File: config.mk
export PLATFORM = sky130hd
export DESIGN_NAME = checkout_controller
export DESIGN_NICKNAME = d
export VERILOG_FILES = /design/src/rtl/checkout_pkg.sv /design/src/rtl/checkout_price_rom.sv /design/src/rtl/checkout_controller.sv
export SDC_FILE = /design/constraint.sdc
export NUM_CORES = 1
export LEC_CHECK = 0
export CAP_MARGIN = 20
export CORE_UTILIZATION = 55
export CTS_CLUSTER_DIAMETER = 100
export DETAILED_ROUTE_END_ITERATION = 7
export GPL_ROUTABILITY_DRIVEN = 0
export PLACE_DENSITY = 0.95
export SLEW_MARGIN = 20
export SYNTH_ARGS = -nofsm -noshare
export SYNTH_HDL_FRONTEND = slang
export SYNTH_SLANG_ARGS = --single-unit
File: constraint.sdc
create_clock -name clk -period 4.9 [get_ports clk]
set_input_delay 0.49 -clock clk [delete_from_list [all_inputs] [get_ports clk]]
set_output_delay 0.49 -clock clk [all_outputs]
set_load 0.02 [all_outputs]
File: src/rtl/checkout_pkg.sv
// Shared types and constants for the checkout sequencer: FSM states and the item price table.
package checkout_pkg;

  typedef enum logic [1:0] {IDLE, SCANNING, LOOKUP, COMPLETE} state_e;

  localparam int TABLE_CODE_W  = 4;
  localparam int INVALID_PRICE = 0;
  localparam int DISCOUNT_CODE = 5;

  // Codes without a special price are charged ten units per code value; 0 and 15 are unassigned.
  localparam logic [7:0] PRICE_TABLE [2**TABLE_CODE_W] = '{
    8'd0,   8'd12,  8'd25,  8'd7,   8'd40,  8'd40,  8'd65,  8'd70,
    8'd80,  8'd90,  8'd100, 8'd110, 8'd120, 8'd130, 8'd140, 8'd0
  };

endpackage

File: src/rtl/checkout_price_rom.sv
// Combinational code-to-price lookup. With CHECKOUT_DISCOUNT_EN defined, the discount
// item is charged half its table price.
module checkout_price_rom
  import checkout_pkg::*;
#(
  parameter int CODE_W  = 4,
  parameter int PRICE_W = 8
) (
  input  logic [CODE_W-1:0]  code_i,
  output logic [PRICE_W-1:0] price_o,
  output logic               valid_o
);

  logic [PRICE_W-1:0] base_price;

  always_comb begin
    base_price = PRICE_W'(PRICE_TABLE[code_i]);
`ifdef CHECKOUT_DISCOUNT_EN
    price_o = (code_i == CODE_W'(DISCOUNT_CODE)) ? (base_price >> 1) : base_price;
`else
    price_o = base_price;
`endif
    valid_o = (price_o != PRICE_W'(INVALID_PRICE));
  end

endmodule

File: src/rtl/checkout_controller.sv
// Checkout sequencer: scan -> one-cycle price lookup -> saturating running total and item count.
// Optional half-price item via CHECKOUT_DISCOUNT_EN (handled inside checkout_price_rom).
module checkout_controller
  import checkout_pkg::*;
#(
  parameter int CODE_W    = 4,
  parameter int PRICE_W   = 8,
  parameter int TOTAL_W   = 12,
  parameter int MAX_ITEMS = 15
) (
  input  logic               clk,
  input  logic               reset,
  input  logic [CODE_W-1:0]  code_i,
  input  logic               scan_i,
  input  logic               done_i,
  input  logic               clear_i,
  output logic [TOTAL_W-1:0] total_o,
  output logic [3:0]         count_o,
  output logic [PRICE_W-1:0] last_price_o,
  output logic               busy_o,
  output logic               invalid_o,
  output logic               full_o,
  output logic               receipt_valid_o
);

  state_e             state_q, state_d;
  logic [CODE_W-1:0]  code_q, code_d;
  logic [TOTAL_W-1:0] total_q, total_d;
  logic [3:0]         count_q, count_d;
  logic [PRICE_W-1:0] last_q, last_d;
  logic [PRICE_W-1:0] rom_price;
  logic               rom_valid;
  logic [TOTAL_W:0]   sum;
  logic               full;

  checkout_price_rom #(.CODE_W(CODE_W), .PRICE_W(PRICE_W)) u_rom (
    .code_i  (code_q),
    .price_o (rom_price),
    .valid_o (rom_valid)
  );

  assign full = (count_q == 4'(MAX_ITEMS));
  // One extra bit catches the carry so the total can pin at all-ones instead of wrapping.
  assign sum  = {1'b0, total_q} + (TOTAL_W+1)'(rom_price);

  always_ff @(posedge clk) begin
    if (reset) begin
      state_q <= IDLE;
      code_q  <= '0;
      total_q <= '0;
      count_q <= '0;
      last_q  <= '0;
    end else begin
      state_q <= state_d;
      code_q  <= code_d;
      total_q <= total_d;
      count_q <= count_d;
      last_q  <= last_d;
    end
  end

  always_comb begin
    state_d = state_q;
    code_d  = code_q;
    total_d = total_q;
    count_d = count_q;
    last_d  = last_q;
    if (clear_i) begin
      state_d = IDLE;
      total_d = '0;
      count_d = '0;
      last_d  = '0;
    end else begin
      case (state_q)
        IDLE: if (scan_i) begin
          state_d = LOOKUP;
          code_d  = code_i;
        end
        SCANNING: begin
          if (done_i) begin
            state_d = COMPLETE;
          end else if (scan_i && !full) begin
            state_d = LOOKUP;
            code_d  = code_i;
          end
        end
        LOOKUP: begin
          if (rom_valid) begin
            total_d = sum[TOTAL_W] ? '1 : sum[TOTAL_W-1:0];
            count_d = count_q + 4'd1;
            last_d  = rom_price;
            state_d = SCANNING;
          end else begin
            state_d = (count_q == 4'd0) ? IDLE : SCANNING;
          end
        end
        COMPLETE: if (done_i) begin
          state_d = IDLE;
          total_d = '0;
          count_d = '0;
          last_d  = '0;
        end
        default: state_d = IDLE;
      endcase
    end
  end

  assign total_o         = total_q;
  assign count_o         = count_q;
  assign last_price_o    = last_q;
  assign busy_o          = (state_q == LOOKUP);
  assign invalid_o       = (state_q == LOOKUP) && !rom_valid;
  assign full_o          = full;
  assign receipt_valid_o = (state_q == COMPLETE);

endmodule

==> results.rst <==
.. list-table::
   :header-rows: 1

   * - Metric
     - Value
   * - Global-route wire length before repair
     - 7300 um
   * - Critical path data arrival time
     - 3600 ps
   * - CTS tree
     - built
   * - Largest net degree at the start of global routing
     - 26
   * - Final hold violation count
     - 0
   * - Setup_tns
     - 0 ps
   * - Number of rows in the core area
     - 20
   * - Post-synth top flop
     - sky130_fd_sc_hd__dfxtp_1
   * - Setup repair after global routing missed its margin
     - false
   * - Seq/Total Area, Yosys
     - 31.7%
   * - Portion of the clock cycle consumed by the worst path in the final layout
     - 68.4%
   * - Number of max-slew violations in the final report
     - 0
   * - Leading area contributor after synthesis
     - sky130_fd_sc_hd__dfxtp_1
   * - Most frequent cells after synthesis
     - 30 x sky130_fd_sc_hd__a21oi_1, 30 x sky130_fd_sc_hd__dfxtp_1, 25 x sky130_fd_sc_hd__nor2_1
   * - Synthesis-stage register bit count
     - 30
   * - Total global routing track utilization
     - 26.8%
   * - Core outline area
     - 3150 um^2
   * - Clock Skew
     - 9.35 ps
   * - Clock buffer count from CTS
     - 5
   * - Leak
     - 0.807 nW
   * - Horiz. Die Dim
     - 60.7 um
   * - Die extent in y
     - 60.7 um
   * - Sum of routed wire length over all layers
     - 4620 um
   * - Net switching power figure
     - 0.140 mW
   * - Via total after detailed routing
     - 1942
   * - Standard cell area after detailed placement
     - 2260 um^2
   * - Class of the most critical hold timing path
     - register to register
   * - Critical path start-end classification
     - register to register
   * - Final global-route overflow total
     - 0
   * - Crit path time final
     - 3350 ps
   * - Quantity of hold-fixing buffers added after cts
     - 0
   * - Clk pin slew, worst setup/hold paths
     - 90 ps
   * - Count of maximum capacitance violations
     - 0
   * - Avg Inst Size Synth
     - 7.92 um^2
   * - Portion of total power attributed to sequential cells
     - 51.9%
   * - Number of top-level pins
     - 37
   * - Critical path launch point type
     - register
   * - FMAX
     - 0.299 GHz
   * - Post-Syn Nets
     - 263
   * - Max transition margin
     - 36.4%
   * - Final Total Pwr
     - 0.491 mW
   * - Pwr Density
     - 212 nW/um^2
   * - Remaining design rule violation count
     - 0
   * - Cell internal power dissipation
     - 0.351 mW
   * - Area of the die
     - 3680 um^2
   * - Number of global-route vias before repair
     - 1675
   * - Number of setup buffers added after CTS
     - 0
   * - Clock tree sinks
     - 30
   * - Post-synthesis cell count
     - 239
   * - Slowest cell delay on critical path
     - 670 ps
   * - Combined area of all synthesized cells
     - 1890 um^2
   * - Remaining antenna violation count after routing
     - 0
   * - Largest fanout on the critical path
     - 17
   * - Synth-to-layout area growth
     - 22.5%
   * - Port bufs
     - 36
   * - First-pass DRT Iterations
     - 4
   * - Cell-by-cell listing of the critical path
     - nor2_1 > nor3_1 > ha_1 > inv_1 > fa_1 > nor2b_1 > o31a_1 > o31ai_1 > a211oi_1 > nor2_1 > a211oi_1
   * - Number of enable flip-flop cells after synthesis
     - 0
   * - Slew of the pin with the lowest slew margin
     - 955 ps
   * - CTS root buffer
     - sky130_fd_sc_hd__clkbuf_4
   * - Number of nets in the layout
     - 295
   * - Worst-Skew Late Latency
     - 340 ps
   * - Proportion of total power due to net switching
     - 28.5%
   * - CTS H-Tree Depth
     - 2
   * - Final design instance area without fill
     - 2320 um^2
   * - Kind of capture point of the worst setup path
     - register
   * - Layout cell share with drive strength beyond 1
     - 5.15%
   * - Main area contributors after synthesis
     - sky130_fd_sc_hd__dfxtp_1 32%, sky130_fd_sc_hd__ha_1 9.3%, sky130_fd_sc_hd__a21oi_1 7.9%
   * - Antenna cells
     - 0
   * - Violation count after the first detailed-route iteration
     - 265
   * - Critical path data required time
     - 5150 ps
   * - Total of warnings raised by yosys
     - 0
   * - Share of total power in combinational logic
     - 16.3%
   * - Initial antenna violation count
     - 0
   * - Number of distinct library cell variants in the gate-level netlist after synthesis
     - 46
   * - Initial core utilization
     - 60.0%
   * - Final number of setup-violating endpoints
     - 0
   * - Mean routed wirelength per cell
     - 14.6 um
   * - DP Wirelength
     - 3410 um
   * - Share of the synthesized area in the top cell type
     - 31.7%
   * - Clock share of power
     - 31.8%
   * - Via count normalized by instance count
     - 6.15
   * - Fraction of synthesis flops using an asynchronous set or reset pin
     - 0%
   * - Peak supply drop
     - 0.000188 V
   * - Post_cts resized
     - 0
   * - Cell at the slowest stage of the critical path
     - sky130_fd_sc_hd__dfxtp_1
   * - Max clock buf depth
     - 2
   * - Result of the run
     - finished clean
path summary, 6_finish.rpt:
check / start / endpoint / slack (ps) / depth (start not counted)
worst max-delay path: code_q[2] / total_o[3] / 1550 / 11
worst min-delay path: last_price_o[1] / last_price_o[1] / 470 / 2
worst max register to register: code_q[2] / total_o[3] / 1550 / 11
worst min register to register: last_price_o[1] / last_price_o[1] / 470 / 2
registers in the layout (all words and copies together) (netlist names):
register      cells
count_o           4
last_price_o      8
total_o          12
state_q           2
code_q            4
per-stage QoR:
stage               setup WS, ps  cells  hold slack (ps)  utilization (%)
floorplan                   2160    239              538                -
global placement            1790    308              456             71.6
detailed placement          1660    308              462             71.6
CTS                         1630    316              476             73.5
global route                1250    316              499             73.5
finish                      1550    316              473             73.5
cell usage in the layout, fill, tap and decap left out, types with 2 or more instances in the layout:
master,n
sky130_fd_sc_hd__nor2b_1,7
sky130_fd_sc_hd__dfxtp_1,30
sky130_fd_sc_hd__o21ai_0,13
sky130_fd_sc_hd__o31ai_1,3
sky130_fd_sc_hd__or4_1,2
sky130_fd_sc_hd__nand2b_1,2
sky130_fd_sc_hd__nand2_1,19
sky130_fd_sc_hd__clkdlybuf4s50_1,36
sky130_fd_sc_hd__a211oi_1,8
sky130_fd_sc_hd__nor2_1,25
sky130_fd_sc_hd__inv_1,13
sky130_fd_sc_hd__ha_1,14
sky130_fd_sc_hd__and3_1,3
sky130_fd_sc_hd__clkbuf_4,5
sky130_fd_sc_hd__xor2_1,4
sky130_fd_sc_hd__o31a_1,2
sky130_fd_sc_hd__nor3_1,7
sky130_fd_sc_hd__o21a_1,2
sky130_fd_sc_hd__nand3_1,13
sky130_fd_sc_hd__mux2i_1,6
sky130_fd_sc_hd__nand4_1,2
sky130_fd_sc_hd__a21oi_1,30
metal layers:
layer / track usage [%] / up-vias / share of wire [%]
met4: 12.3 / 0 / 2.3
met3: 5.33 / 16 / 8.8
li1: - / 924 / -
met1: 35.0 / 886 / 41
met2: 42.7 / 116 / 47
met5: 0 / - / 0
power by group through the flow:
stage | logic [mW] | registers, mW | clock network [mW]
6_report | 0.0801 | 0.255 | 0.156
3_3_place_gp | 0.0760 | 0.260 | 0
5_1_grt | 0.0875 | 0.256 | 0.170
2_1_floorplan | 0.0564 | 0.259 | 0
4_1_cts | 0.0791 | 0.255 | 0.159
3_5_place_dp | 0.0785 | 0.260 | 0
critical path: cells and delay by family (launching register included):
family          cells  cell delay, ps
fa+ha+maj           2             650
simple gates        4             840
flops               1             670
compound gates      4            1030
buf+inv             1              60
cell type report:
| class | count | area (um^2) |
|---|---|---|
| Clock buffer | 7 | 55.1 |
| Clock inverter | 1 | 5.00 |
| Fill cell | 263 | 835 |
| Inverter | 13 | 48.8 |
| Multi-Input combinational cell | 185 | 1190 |
| Sequential cell | 30 | 601 |
| Tap cell | 44 | 55.1 |
| Timing Repair Buffer | 36 | 360 |
cells by family (layout without fill, tap and decap cells):
group | Yosys count | after routing | synth area share, %
DFF | 30 | 30 | 31.7
xor gates and xnor gates | 5 | 5 | 2.31
muxes | 7 | 7 | 3.97
adders and majority gates | 15 | 15 | 10.3
AOI/OAI and AO/OA | 74 | 74 | 25.5
and+or+nand+nor | 84 | 84 | 21.0
buffers and inverters | 24 | 57 | 5.22
Power figures use the tool's default switching activity.
